**src/rtl/lvds_rx_link_ctrl.sv**
```systemverilog
`default_nettype none
// ============================================================================
//  Module   : lvds_rx_link_ctrl
//  Brief    : Link controller for an N-lane 8b LVDS receive deserializer bank.
//             Trains lanes until every masked lane strobes, then deskews the
//             per-lane bytes into one N*8-bit word behind a valid/ready buffer.
//  Revision : 1.0 - initial release
// ============================================================================
module lvds_rx_link_ctrl #(
    parameter int N_LANES   = 5,
    parameter int TRAIN_TO  = 1024,
    parameter int SKEW_MAX  = 4,
    parameter int MAX_RETRY = 3
) (
    input  logic                   clk,
    input  logic                   reset,
    input  logic                   start_i,
    input  logic [N_LANES-1:0]     lane_mask_i,
    input  logic [N_LANES-1:0]     st_flag_i,
    input  logic [8*N_LANES-1:0]   data_i,
    output logic [N_LANES-1:0]     lvds_control_o,
    output logic [8*N_LANES-1:0]   word_o,
    output logic                   word_valid_o,
    input  logic                   word_ready_i,
    output logic                   link_up_o,
    output logic [1:0]             state_o,
    output logic                   overflow_o,
    output logic [1:0]             retry_o
);

    localparam int TW = $clog2(TRAIN_TO);
    localparam int SW = $clog2(SKEW_MAX + 1);
    localparam int RW = ($clog2(MAX_RETRY + 1) > 2) ? $clog2(MAX_RETRY + 1) : 2;

    localparam logic [TW-1:0] c_TIMER_LAST = TW'(TRAIN_TO - 1);
    localparam logic [SW-1:0] c_SKEW_MAX   = SW'(SKEW_MAX);
    localparam logic [RW-1:0] c_MAX_RETRY  = RW'(MAX_RETRY);

    typedef enum logic [1:0] {
        ST_IDLE  = 2'd0,
        ST_TRAIN = 2'd1,
        ST_RUN   = 2'd2,
        ST_FAIL  = 2'd3
    } state_t;

    state_t                 r_state,    w_state_nxt;
    logic [N_LANES-1:0]     r_mask,     w_mask_nxt;
    logic [N_LANES-1:0]     r_locked,   w_locked_nxt;
    logic [N_LANES-1:0]     r_got,      w_got_nxt;
    logic [SW-1:0]          r_skew,     w_skew_nxt;
    logic [RW-1:0]          r_retry,    w_retry_nxt;
    logic [TW-1:0]          r_timer,    w_timer_nxt;
    logic                   r_rearm,    w_rearm_nxt;
    logic [8*N_LANES-1:0]   r_asm,      w_asm_nxt;
    logic [8*N_LANES-1:0]   r_word,     w_word_nxt;
    logic                   r_valid,    w_valid_nxt;
    logic                   r_overflow, w_overflow_nxt;

    logic [N_LANES-1:0]     w_stb;
    logic [N_LANES-1:0]     w_got_all;
    logic [N_LANES-1:0]     w_lock_all;
    logic [RW-1:0]          w_retry_inc;
    logic                   w_dup;
    logic                   w_complete;

    // Strobes that count: only lanes in the latched mask participate.
    assign w_stb       = st_flag_i & r_mask;
    assign w_got_all   = r_got | w_stb;
    assign w_lock_all  = r_locked | w_stb;
    assign w_dup       = |(w_stb & r_got);
    assign w_complete  = (w_got_all == r_mask) && !w_dup;
    assign w_retry_inc = r_retry + 1'b1;

    // State register plus all datapath registers, cleared asynchronously.
    always_ff @(posedge clk or negedge reset) begin
        if (!reset) begin
            r_state    <= ST_IDLE;
            r_mask     <= '0;
            r_locked   <= '0;
            r_got      <= '0;
            r_skew     <= '0;
            r_retry    <= '0;
            r_timer    <= '0;
            r_rearm    <= 1'b0;
            r_asm      <= '0;
            r_word     <= '0;
            r_valid    <= 1'b0;
            r_overflow <= 1'b0;
        end else begin
            r_state    <= w_state_nxt;
            r_mask     <= w_mask_nxt;
            r_locked   <= w_locked_nxt;
            r_got      <= w_got_nxt;
            r_skew     <= w_skew_nxt;
            r_retry    <= w_retry_nxt;
            r_timer    <= w_timer_nxt;
            r_rearm    <= w_rearm_nxt;
            r_asm      <= w_asm_nxt;
            r_word     <= w_word_nxt;
            r_valid    <= w_valid_nxt;
            r_overflow <= w_overflow_nxt;
        end
    end

    // Next-state, training, deskew and output-buffer logic.
    always_comb begin
        w_state_nxt    = r_state;
        w_mask_nxt     = r_mask;
        w_locked_nxt   = r_locked;
        w_got_nxt      = r_got;
        w_skew_nxt     = r_skew;
        w_retry_nxt    = r_retry;
        w_timer_nxt    = r_timer;
        w_rearm_nxt    = 1'b0;
        w_asm_nxt      = r_asm;
        w_word_nxt     = r_word;
        w_valid_nxt    = r_valid;
        w_overflow_nxt = r_overflow;

        // Consumer handshake frees the buffer regardless of state.
        if (r_valid && word_ready_i)
            w_valid_nxt = 1'b0;

        case (r_state)
            ST_IDLE: begin
                w_valid_nxt    = 1'b0;
                w_word_nxt     = '0;
                w_overflow_nxt = 1'b0;
                w_got_nxt      = '0;
                w_locked_nxt   = '0;
                w_skew_nxt     = '0;
                w_asm_nxt      = '0;
                if (start_i) begin
                    w_mask_nxt  = lane_mask_i;
                    w_timer_nxt = '0;
                    w_retry_nxt = '0;
                    w_state_nxt = (lane_mask_i == '0) ? ST_FAIL : ST_TRAIN;
                end
            end

            ST_TRAIN: begin
                // The re-arm cycle has the deserializers disabled; strobes are
                // meaningless then, so the attempt starts on the next cycle.
                if (!r_rearm) begin
                    w_locked_nxt = w_lock_all;
                    if (w_lock_all == r_mask) begin
                        w_state_nxt = ST_RUN;
                        w_got_nxt   = '0;
                        w_skew_nxt  = '0;
                    end else if (r_timer == c_TIMER_LAST) begin
                        w_retry_nxt  = w_retry_inc;
                        w_timer_nxt  = '0;
                        w_locked_nxt = '0;
                        if (w_retry_inc >= c_MAX_RETRY)
                            w_state_nxt = ST_FAIL;
                        else
                            w_rearm_nxt = 1'b1;
                    end else begin
                        w_timer_nxt = r_timer + 1'b1;
                    end
                end
            end

            ST_RUN: begin
                for (int i = 0; i < N_LANES; i++) begin
                    if (w_stb[i])
                        w_asm_nxt[8*i +: 8] = data_i[8*i +: 8];
                end
                if (w_dup || (!w_complete && (r_skew >= c_SKEW_MAX))) begin
                    // Skew error: throw the partial word away and retrain.
                    w_state_nxt  = ST_TRAIN;
                    w_timer_nxt  = '0;
                    w_locked_nxt = '0;
                    w_got_nxt    = '0;
                    w_skew_nxt   = '0;
                    w_asm_nxt    = '0;
                end else if (w_complete) begin
                    w_got_nxt  = '0;
                    w_skew_nxt = '0;
                    if (!r_valid || word_ready_i) begin
                        w_word_nxt  = w_asm_nxt;
                        w_valid_nxt = 1'b1;
                    end else begin
                        w_overflow_nxt = 1'b1;
                    end
                end else begin
                    w_got_nxt = w_got_all;
                    // Skew is zero while no lane has arrived, so this also
                    // starts the count on the first strobe of a word.
                    if (w_got_all != '0)
                        w_skew_nxt = r_skew + 1'b1;
                end
            end

            default: ;  // ST_FAIL waits for start_i to drop
        endcase

        // Dropping start_i aborts from anywhere.
        if (!start_i && (r_state != ST_IDLE)) begin
            w_state_nxt  = ST_IDLE;
            w_valid_nxt  = 1'b0;
            w_word_nxt   = '0;
            w_got_nxt    = '0;
            w_locked_nxt = '0;
            w_skew_nxt   = '0;
            w_rearm_nxt  = 1'b0;
            w_asm_nxt    = '0;
        end
    end

    assign lvds_control_o = (((r_state == ST_TRAIN) && !r_rearm) || (r_state == ST_RUN))
                            ? r_mask : '0;
    assign word_o         = r_word;
    assign word_valid_o   = r_valid;
    assign link_up_o      = (r_state == ST_RUN);
    assign state_o        = r_state;
    assign overflow_o     = r_overflow;
    assign retry_o        = (r_retry > RW'(3)) ? 2'd3 : r_retry[1:0];

endmodule
`default_nettype wire

```
**config.mk**
```make
export PLATFORM = sky130hd
export DESIGN_NAME = lvds_rx_link_ctrl
export DESIGN_NICKNAME = d
export VERILOG_FILES = /design/src/rtl/lvds_rx_link_ctrl.sv
export SDC_FILE = /design/constraint.sdc
export NUM_CORES = 1
export LEC_CHECK = 0
export ABC_AREA = 1
export BUFFER_PORTS_ARGS = -buffer_cell sky130_fd_sc_hd__buf_2
export CORE_ASPECT_RATIO = 2
export CORE_MARGIN = 2
export CORE_UTILIZATION = 56
export DETAILED_ROUTE_END_ITERATION = 10
export GPL_TIMING_DRIVEN = 0
export PLACE_DENSITY = 0.88
export SLEW_MARGIN = 15
export SYNTH_ARGS = -nofsm -noshare
export SYNTH_HDL_FRONTEND = slang
export SYNTH_SLANG_ARGS = --single-unit
```
**constraint.sdc**
```tcl
create_clock -name clk -period 3.5 [get_ports clk]
set_input_delay 0.35 -clock clk [delete_from_list [all_inputs] [get_ports clk]]
set_output_delay 0.35 -clock clk [all_outputs]
set_load 0.03 [all_outputs]
```
Word-level counts from Yosys, hierarchy flattened
Cells that the tools add are included.
{ "op_classes": {"add_sub_neg": 3, "n_mul": 0, "n_div": 0, "n_lt_le_gt_ge": 3, "n_eq_ne": 23, "shifts": 0, "mux": 70, "bitwise_logic": 4, "n_reduce_logical": 32} }
{ "ops": {"columns": ["operator", "n"], "rows": [
  ["40-bit 2-to-1 mux", 6],
  ["40-bit one-hot mux with 2 select lines", 2],
  ["5-bit 2-to-1 mux", 11],
  ["10-bit 2-to-1 mux", 5],
  ["8-bit 2-to-1 mux", 5],
  ["10-bit one-hot mux with 3 select lines", 1],
  ["5-bit one-hot mux with 3 select lines", 2],
  ["2-bit 2-to-1 mux", 13],
  ["3-bit 2-to-1 mux", 6],
  ["1-bit 2-to-1 mux", 14],
  ["2-bit != test (second input constant)", 6],
  ["4-bit AND reduction", 3],
  ["10-bit by 1-bit adder with 10-bit output (second input constant)", 1],
  ["5-bit AND", 2],
  ["10-bit equality test (second input constant)", 1],
  ["5-bit equality test", 2],
  ["5-bit OR", 2],
  ["5-bit AND reduction", 2],
  ["3-bit by 1-bit != test with 1-bit output (second input constant)", 3],
  ["3-bit != test (second input constant)", 3],
  ["3-bit one-hot mux with 3 select lines", 1],
  ["4-bit != test (second input constant)", 2],
  ["2-bit one-hot mux with 3 select lines", 1],
  ["3-bit AND reduction", 2],
  ["24 further kinds", 39]
]} }
{ "totals": {"register_bits": 115, "latchBits": 0, "ram_bits": 0, "mem_bits_ro": 0, "inputBits": 54, "out_inout_bits": 52, "wordCells": 147, "mem_count": 0} }

Depth between registers and ports, before layout
Gate-level depths: netlist of the first run.
{ "logic_depth": {"depth_word": 11, "ltp_mapped": 14, "depth_no_buf": 12} }

Worst setup path after synthesis of the first run
OpenSTA, ideal clock, no wires.
{ "synth_timing": {"kind": "register to register", "startpoint": "reg r_state[0], in the netlist state_o[0]", "endpoint": "reg r_locked[0]", "setup_ns": 0.126, "t_arrival_ns": 2.103, "required_ns": 3.374, "slack_ns": 1.271, "stages_incl_launch_ff": 12, "n_path_buf": 1, "period_less_slack_ns": 2.229, "path_cell_list": "dfrtp_1 -> inv_1 -> ha_1 -> buf_2 -> nor2_1 -> o211ai_1 -> nand2_1 -> inv_1 -> nand2_1 -> inv_1 -> nand3_1 -> o21ai_0"} }
{ "synth_via": {"word_cells_on_any_way": 11, "classes_between": "eq/ne: 4; mux: 2; reduce/logical: 5"} }
{ "synth_rtl": {"columns": ["element", "line_no", "source"], "rows": [
  ["start: declaration", "46", "state_t r_state, w_state_nxt;"],
  ["start signal: assignment", "90", "r_state <= w_state_nxt;"],
  ["2-bit equality test (*)", null, null],
  ["via link_up_o", "25", "output logic link_up_o,"],
  ["3-bit by 1-bit != test with 1-bit output (no source line), or another cell as far along", null, null],
  ["3-bit AND reduction (no source line) or 5-bit 2-to-1 mux (tied branches)", null, null],
  ["end signal: assignment", "92", "r_locked <= w_locked_nxt;"],
  ["end: declaration", "48", "logic [N_LANES-1:0] r_locked, w_locked_nxt;"]
]} }
The timed path passes the listed nets; every way through them passes the cells marked *.
A chain may end at the register's enable or synchronous reset.

Worst setup path after layout of the first run
{ "layout_timing": {"startpoint": "reg r_state[0], in the netlist state_o[0]", "endpoint": "out lvds_control_o[4]"} }
{ "layout_via": {"elab_chain_cells": 4, "word_cells_on_any_way": 5, "classes_between": "eq/ne: 2; mux: 1; reduce/logical: 2"} }
{ "layout_lines": {"columns": ["element", "line_no", "source"], "rows": [
  ["2-bit by 1-bit equality test with 1-bit output", "211", "assign lvds_control_o = (((r_state == ST_TRAIN) && !r_rearm) || (r_state == ST_RUN))"],
  ["1-bit logical AND", "211", null],
  ["1-bit logical OR (*)", "211", null],
  ["5-bit 2-to-1 mux (*)", "212", "? r_mask : '0;"],
  ["end: declaration", "21", "output logic [N_LANES-1:0] lvds_control_o,"]
]} }
Every way passes the cells marked *; elsewhere a longest branch is shown, timed or not.

==> results of run 1 <==
[through the flow]
| stage | std cells | setup WS, ns |
|---|---|---|
| 2_1_floorplan | 718 | 1.27 |
| 3_3_place_gp | 960 | 0.721 |
| 3_5_place_dp | 961 | 1.19 |
| 4_1_cts | 994 | 1.08 |
| 5_1_grt | 994 | 0.860 |
| 6_report | 994 | 1.08 |
[what timing repair did]
item	in CTS	in global routing
resized for setup	0	0
hold buffers	1	0
setup buffers	0	0
endpoints found under the hold margin	28	0
[metal layers]
layer / GRT usage (%) / vias up / wire, µm
met1: 36.4 / 2677 / 6340
met3: 5.75 / 57 / 1130
met2: 45.8 / 327 / 7540
met5: 0 / - / 0
li1: - / 2672 / -
met4: 14.4 / 0 / 642
[worst paths after layout]
check,start,end,depth (start not counted)
setup / recovery,state_o[0]$_DFFE_PN0P_,lvds_control_o[4],6
hold / removal,lane_mask_i[3],r_mask[3]$_DFFE_PN0P_,3
setup reg to reg,state_o[0]$_DFFE_PN0P_,word_o[30]$_DFFE_PN0P_,8
hold reg to reg,word_o[13]$_DFFE_PN0P_,word_o[13]$_DFFE_PN0P_,2
max in group asynchronous,reset,r_asm[30]$_DFFE_PN0N_,3
min in group asynchronous,reset,r_timer[3]$_DFFE_PN0P_,2
[logic make-up after synthesis]
family,Yosys count
buffers and inverters,93
AOI/OAI and AO/OA,132
DFF,115
xor gates and xnor gates,1
and+or+nand+nor,370
adders and majority gates,7
[worst max-delay path: stages (launching register included)]
cell,delay (ns)
dfrtp_1,0.43
inv_1,0.09
ha_1,0.22
buf_2,0.19
a21oi_1,0.42
nor2_1,0.12
buf_2,0.20
[cells in the mapped netlist, drive strengths merged]
master,instances,area share [%]
nand3b,2,0.26
ha,7,1.5
nor3,4,0.34
nor2,114,7.6
o22ai,1,0.11
clkbuf,20,1.3
o21ai,72,6.2
o211ai,1,0.13
a21oi,14,1.4
a32o,40,6.8
or2,5,0.53
dfrtp,115,49
nand2,166,11
nor4,1,0.11
a21boi,2,0.32
buf,18,2.4
inv,55,3.5
o21bai,1,0.13
nand4,10,1.2
a211o,1,0.15
nand3,68,6.0
xor2,1,0.15
[state kept, by name, summed over array words and instances (netlist names)]
| register | cells |
|---|---|
| r_retry | 2 |
| word_o | 40 |
| state_o | 2 |
| r_locked | 5 |
| overflow_o | 1 |
| r_skew | 3 |
| r_got | 5 |
| r_asm | 40 |
| r_rearm | 1 |
| r_mask | 5 |
| r_timer | 10 |
| word_valid_o | 1 |
[cell type report]
type	count	area, µm²
buffer	38	219
clock buffer	20	457
clock inverter	12	154
fill	787	3110
inverter	55	206
multi-input combinational	510	2580
sequential	115	2880
tap	137	171
timing repair buffer	107	569
[where the power goes]
part           internal [mW]  total, mW  leakage (nW)  switching [mW]
combinational          0.716       2.50          1.99            1.79
sequential              1.55       1.72          1.58           0.168
clock                   1.16       1.78         0.293           0.624
total                   3.42       6.00          3.86            2.58
==> flow_summary.json, run 1 <==
{
  "status": "finished clean",
  "max_freq_mhz": 413,
  "synthSimpleGateAreaFrac_pct": 26.9,
  "synthMuxAreaShare_pct": 0,
  "power_leakage_nw": 3.86,
  "post-route-period-util_pct": 69.2,
  "grt_overflow": 0,
  "regToRegSetupSlack_ns": 1.10,
  "hold_violations": 0,
  "final_util_pct": 69.9,
  "yosysWarnings": 0,
  "clock-sinks": 115,
  "start_util_pct": 56.9,
  "die_w_um": 76.5,
  "cts_max_level": 4,
  "cts-root-buf": "clkbuf_16",
  "num_rows": 53,
  "seq_area_frac_synth_pct": 48.9,
  "final_common_cell": "nand2_1",
  "dp_hpwl_um": 10700,
  "core-area_mm2": 0.0103,
  "routedWlPerCell_um": 15.7,
  "postSynthCellCount": 718,
  "cts_buffers": 17,
  "start_kind": "register",
  "route.detailed.drc": 0,
  "clk-insertion-delay-late_ns": 0.41,
  "drive_above_1_share_pct": 21.5,
  "drt-initial-drc-count": 553,
  "pin_count": 106,
  "tightest_slew_ns": 0.771,
  "synth_xor_area_share_pct": 0.149,
  "finalPower_mw": 6.00,
  "vias": 5733,
  "synth_fa_ha_area_share_pct": 1.49,
  "grt_pass1_vias": 5431,
  "drv_cap": 0,
  "synth_top_family_by_area": "simple AND/OR/NAND/NOR gates",
  "clockBufferDepth": 2,
  "rsz0062_at_grt": "no",
  "ys_seq_elements": 115,
  "synth_nets": 779,
  "power_density_mw_per_mm2": 830,
  "synth_cell_type_count": 37,
  "arrival_ns": 2.07,
  "gp_congestion": 0.923,
  "fin_skew_ns": 0.0104,
  "final_area_mm2": 0.00723,
  "antenna_found_initial": 0,
  "die_h_um": 149,
  "synth.cell_area_mm2": 0.00588,
  "synth-compound-area-share_pct": 15.3,
  "clk_transition_reported_paths_ns": 0.05,
  "period_needed_ns": 2.42,
  "cts_tree": "built",
  "portBuffers": 105,
  "drtAntennaViolNets": 0,
  "critPathKind": "register to output pin",
  "required_ns": 3.15,
  "finalMaxSlewViolations": 0,
  "cp-end-kind": "output pin",
  "n_antenna_cell": 0,
  "grt_pass1_wl_um": 25900,
  "setup_tns_ns": 0,
  "relSlewSlack_pct": 48.4,
  "grt_max_degree": 88,
  "fin_nets": 905,
  "avgSynthCellArea_um2": 8.19,
  "mostFrequentLayoutCells": "nand2_1 (161), dfrtp_1 (115), buf_2 (114), nor2_1 (110), nand3_1 (65)",
  "crit_fanout": 8,
  "syn2layout_area_growth_pct": 23.0,
  "holdCritPathClass": "input port to register",
  "drt-total-wl_um": 15700,
  "fin_hold_ws_ns": 0.226,
  "setup_viol": 0,
  "die_area_mm2": 0.0114,
  "routed_via_density": 5.77,
  "grt.total_usage_pct": 28.4,
  "place_area_mm2": 0.00661,
  "ir_worst_vdd_mv": 0.525,
  "dr.pass1.iters": 5
}
Note: power is estimated with default switching activity, not from simulation.
==> inputs of run 2 (changes only) <==
Clock period 3.5 ns to 2.5 ns, I/O delays scaled along.
==> run 2 against run 1 <==
Against the previous run:
- via count decreased by 0.51%
- clock power increased by 40%
- flip-flop and latch count unchanged
- combinational power increased by 41%
- worst setup slack got worse by 0.90 ns
- sequential share of layout area decreased by 0.082 points
- first-iteration DRC count increased by 12%
- final cell count unchanged
==> flow_summary.json, run 2 (synthesized netlist as in run 1, its figures left out) <==
{
  "dr.pass1.iters": 5,
  "r2r_end": "word_o[30]$_DFFE_PN0P_",
  "drv_cap": 0,
  "num_rows": 53,
  "rsz0062_at_grt": "no",
  "clk_transition_reported_paths_ns": 0.05,
  "multi_input_area_mm2": 0.00259,
  "holdCritPathClass": "input port to register",
  "max_freq_mhz": 431,
  "hold_path_end": "r_mask[3]$_DFFE_PN0P_",
  "pin_count": 106,
  "clockBufferDepth": 2,
  "final_common_cell": "nand2_1",
  "drive_above_1_share_pct": 22.1,
  "preCtsSetupSlack_ns": 0.189,
  "wl_met3_um": 1060,
  "dp_hpwl_um": 10700,
  "seqPwrFrac_pct": 28.5,
  "hold_violations": 0,
  "die_area_mm2": 0.0114,
  "fillers": 782,
  "required_ns": 2.25,
  "drt-total-wl_um": 15700,
  "regToRegSetupSlack_ns": 0.25,
  "min-delay-start": "lane_mask_i[3]",
  "fin_skew_ns": 0.0101,
  "start_util_pct": 56.9,
  "portBuffers": 105,
  "clock-sinks": 115,
  "drtAntennaViolNets": 0,
  "grt.total_usage_pct": 28.4,
  "n_antenna_cell": 0,
  "cts-root-buf": "clkbuf_16",
  "power_density_mw_per_mm2": 1160,
  "power_leakage_nw": 3.86,
  "mostFrequentLayoutCells": "nand2_1 (161), dfrtp_1 (115), buf_2 (114), nor2_1 (106), nand3_1 (65)",
  "dpl.cell_count": 961,
  "routedWlPerCell_um": 15.8,
  "tightest_slew_ns": 0.530,
  "final_util_pct": 70.1,
  "power_frac_comb_pct": 41.9,
  "regArea_mm2": 0.00288,
  "setup_viol": 0,
  "vias": 5704,
  "grt_overflow": 0,
  "p_int_mw": 4.80,
  "critPathKind": "register to output pin",
  "top_layer_used": "met4",
  "setup_tns_ns": 0,
  "relSlewSlack_pct": 64.7,
  "start_kind": "register",
  "grt_pass1_wl_um": 25900,
  "cts_max_level": 4,
  "syn2layout_area_growth_pct": 23.2,
  "hold_depth": 3,
  "pwr-share-clk_pct": 29.6,
  "status": "finished clean",
  "gp_congestion": 0.923,
  "core-area_mm2": 0.0103,
  "fin_ws_ns": 0.177,
  "finalPower_mw": 8.44,
  "arrival_ns": 2.07,
  "clk-insertion-delay-late_ns": 0.41,
  "period_needed_ns": 2.32,
  "regToRegStartpoint": "state_o[0]$_DFFE_PN0P_",
  "wl_met1_um": 6380,
  "cp-end-kind": "output pin",
  "p_sw_mw": 3.64,
  "post-route-period-util_pct": 92.9,
  "crit_fanout": 8,
  "instances_no_fill": 994,
  "die_h_um": 149,
  "grt_pass1_vias": 5431,
  "grt_max_degree": 88,
  "die_w_um": 76.5,
  "drt-initial-drc-count": 620,
  "swShare_pct": 43.1,
  "ir_worst_vdd_mv": 0.734,
  "routed_via_density": 5.74,
  "ff2ff_path_depth": 8,
  "cts_buffers": 17,
  "cts_tree": "built",
  "finalMaxSlewViolations": 0,
  "route.detailed.drc": 0,
  "fin_nets": 905,
  "wl_met2_um": 7690,
  "antenna_found_initial": 0
}
## run 2: cell types whose count changed in the layout (fill, tap and decap cells not counted)
| cell | delta |
|---|---|
| nor2_2 | +4 |
| nor2_1 | -4 |
| nor3_1 | -1 |
| nor3_2 | +1 |
## run 2: worst max path at each step
stage / from / endpoint / slack, ns / cells after the start
after CTS: state_o[0]$_DFFE_PN0P_ / r_locked[1]$_DFFE_PN0P_ / 0.14 / 11
after detailed placement: state_o[0]$_DFFE_PN0P_ / r_locked[3]$_DFFE_PN0P_ / 0.19 / 11
after global placement: reset / word_o[3]$_DFFE_PN0P_ / -0.18 / 1
after global routing: state_o[0]$_DFFE_PN0P_ / r_skew[0]$_DFFE_PN0P_ / 0.01 / 13
final: state_o[0]$_DFFE_PN0P_ / lvds_control_o[4] / 0.18 / 6
after floorplan: state_o[0]$_DFFE_PN0P_ / r_locked[0]$_DFFE_PN0P_ / 0.27 / 11
## run 2: layer usage
| layer | up-vias | GRT usage [%] |
|---|---|---|
| met4 | 0 | 14.4 |
| met1 | 2684 | 36.4 |
| met5 | - | 0 |
| met3 | 47 | 5.75 |
| met2 | 303 | 45.8 |
| li1 | 2670 | - |
## run 2: layout make-up
class                   instances  area share (%)
plain buffers                  38            3.02
clock buffers                  20            6.30
clock inverters                12            2.12
inverters                      55            2.85
multi-input cells             510            35.8
flip-flops and latches        115            39.7
well taps                     137            2.36
repair buffers                107            7.85
## run 2: repair_timing
action	in CTS	in global routing
setup buffers	0	0
setup endpoints to repair	0	27
hold endpoints to repair	28	0
hold buffers	1	0
gates resized for setup	0	5
## run 2: power groups by stage
stage	logic (mW)	registers, mW	clock network (mW)
after floorplan	2.28	2.58	0
after global placement	3.31	2.41	0
after detailed placement	3.39	2.42	0
after CTS	3.46	2.40	2.51
after global routing	3.87	2.44	2.61
final	3.53	2.40	2.50
## run 2: critical path, cell delays in order, from the launching register on
cell	delay [ns]
dfrtp_1	0.43
inv_1	0.09
ha_1	0.22
buf_2	0.19
a21oi_1	0.42
nor2_1	0.12
buf_2	0.20
## run 2: per-stage QoR
| step | cell area [µm²] | hold slack, ns |
|---|---|---|
| 6_report | 7250 | 0.125 |
| 3_5_place_dp | 6610 | 0.141 |
| 2_1_floorplan | 5880 | -0.0456 |
| 4_1_cts | 7230 | 0.120 |
| 3_3_place_gp | 6580 | 0.467 |
| 5_1_grt | 7250 | 0.137 |
==> inputs of run 3 (changes only) <==
Settings changed: CORE_UTILIZATION 56 to 44, GPL_TIMING_DRIVEN 0 to 1, PLACE_DENSITY 0.88 to 0.73.
==> run 3 against run 2 <==
Against the previous run:
- the run now ends with design-rule violations left
- clock-buffer cell count is 3 lower
- design area is 0.85% lower
- clock skew is 0.00052 ns lower
- critical path depth is 1 lower
- wire length hardly changed
==> flow_summary.json, run 3 (synthesized netlist as in run 1, its figures left out) <==
{
  "route.detailed.drc": 11,
  "cts_max_level": 4,
  "cts_resized": 0,
  "hold_violations": 0,
  "pin_count": 106,
  "mostFrequentLayoutCells": "nand2_1 (161), dfrtp_1 (115), nor2_1 (107), buf_2 (104), nand3_1 (65)",
  "clk-insertion-delay-late_ns": 0.41,
  "required_ns": 2.25,
  "hold_path_end": "r_mask[3]$_DFFE_PN0P_",
  "arrival_ns": 2.01,
  "portBuffers": 105,
  "ff2ff_path_depth": 12,
  "r2r_end": "word_o[21]$_DFFE_PN0P_",
  "period_needed_ns": 2.26,
  "gp_congestion": 0.899,
  "drv_cap": 0,
  "rsz0062_at_grt": "no",
  "setup_viol": 0,
  "routedWlPerCell_um": 15.9,
  "ir_worst_vdd_mv": 0.736,
  "wl_met3_um": 727,
  "power_leakage_nw": 3.85,
  "core-area_mm2": 0.0131,
  "status": "finished, violations left",
  "top_layer_used": "met4",
  "regToRegSetupSlack_ns": 0.35,
  "regToRegStartpoint": "r_mask[3]$_DFFE_PN0P_",
  "start_kind": "register",
  "die_w_um": 85.8,
  "routed_via_density": 5.42,
  "cp-end-kind": "output pin",
  "drtAntennaViolNets": 0,
  "vias": 5371,
  "clk_transition_reported_paths_ns": 0.06,
  "grt_pass1_wl_um": 25800,
  "antenna_found_initial": 0,
  "fin_skew_ns": 0.00954,
  "cts_buffers": 17,
  "critPathKind": "register to output pin",
  "drive_above_1_share_pct": 22.6,
  "post_cts_buffers": 0,
  "grt_overflow": 0,
  "dp_hpwl_um": 10900,
  "post-route-period-util_pct": 90.3,
  "cts-root-buf": "clkbuf_16",
  "hold_depth": 3,
  "max_freq_mhz": 443,
  "clockBufferDepth": 2,
  "relSlewSlack_pct": 65.2,
  "grt_max_degree": 54,
  "finalMaxSlewViolations": 0,
  "wl_met2_um": 8550,
  "n_antenna_cell": 0,
  "tightest_slew_ns": 0.522,
  "num_rows": 59,
  "dr.pass1.iters": 10,
  "setup_tns_ns": 0,
  "fin_hold_ws_ns": 0.111,
  "drt-initial-drc-count": 367,
  "die_area_mm2": 0.0144,
  "clock-sinks": 115,
  "final_common_cell": "nand2_1",
  "violations": "design-rule violations",
  "holdCritPathClass": "input port to register",
  "min-delay-start": "lane_mask_i[3]",
  "die_h_um": 168,
  "wl_met1_um": 5840,
  "syn2layout_area_growth_pct": 22.2,
  "drt-total-wl_um": 15700,
  "cts_tree": "built",
  "crit_fanout": 7,
  "grt_pass1_vias": 5455,
  "fin_nets": 887,
  "grt.total_usage_pct": 22.8,
  "start_util_pct": 45.0,
  "power_density_mw_per_mm2": 1150
}
[run 3: cell types whose count changed in the layout (fill, tap and decap cells not counted), moves of 3 or more]
cell	before	now
clkbuf_1	21	0
buf_4	3	20
buf_2	114	104
inv_6	2	8
buf_8	4	0
nor2_2	6	3
[run 3: per-layer routing]
layer / vias up / GRT usage, %
met1: 2525 / 24.3
li1: 2634 / -
met2: 167 / 41.4
met4: 0 / 10.7
met5: - / 0
met3: 45 / 5.13
[run 3: worst max path at each step]
| stage | start | to | cells past startpoint |
|---|---|---|---|
| 2_1_floorplan | state_o[0]$_DFFE_PN0P_ | r_locked[0]$_DFFE_PN0P_ | 11 |
| 3_3_place_gp | r_mask[3]$_DFFE_PN0P_ | word_o[34]$_DFFE_PN0P_ | 12 |
| 3_5_place_dp | r_mask[3]$_DFFE_PN0P_ | word_o[4]$_DFFE_PN0P_ | 12 |
| 4_1_cts | state_o[0]$_DFFE_PN0P_ | lvds_control_o[0] | 5 |
| 5_1_grt | r_mask[1]$_DFFE_PN0P_ | word_o[5]$_DFFE_PN0P_ | 13 |
| 6_report | state_o[0]$_DFFE_PN0P_ | lvds_control_o[4] | 5 |
[run 3: critical path: stages (launching register included)]
cell     delay (ns)
dfrtp_1        0.43
inv_1          0.09
ha_1           0.31
a21oi_1        0.45
nor2_1         0.12
buf_2          0.20
[run 3: area by class of cell]
| cell class | instances | area, µm² |
|---|---|---|
| Fill cell | 1253 | 5880 |
| Sequential cell | 115 | 2880 |
| Multi-Input combinational cell | 510 | 2600 |
| Timing Repair Buffer | 127 | 721 |
| Clock buffer | 17 | 425 |
| Inverter | 55 | 206 |
| Tap cell | 152 | 190 |
| Clock inverter | 15 | 170 |
[run 3: what timing repair did]
item                                   4_1_cts  5_1_grt
endpoints found under the hold margin       37        0
hold buffers                                 1        0
setup endpoints to repair                    0        0
[run 3: report_power, final]
group | switching (mW) | internal, mW
Combinational | 2.47 | 0.927
Sequential | 0.230 | 2.17
Clock | 0.947 | 1.50
[run 3: per-stage QoR]
stage                     setup slack [ns]  utilization, %  cells  power (mW)  instance area (µm²)
after global routing                0.0967            55.0    991        8.76                 7190
final                                0.243            55.0    991        8.24                 7190
after global placement               0.410            50.4    958        5.78                 6580
after detailed placement             0.353            50.4    958        5.81                 6580
after floorplan                      0.271               -    718        4.87                 5880
after CTS                            0.213            55.0    991        8.28                 7190
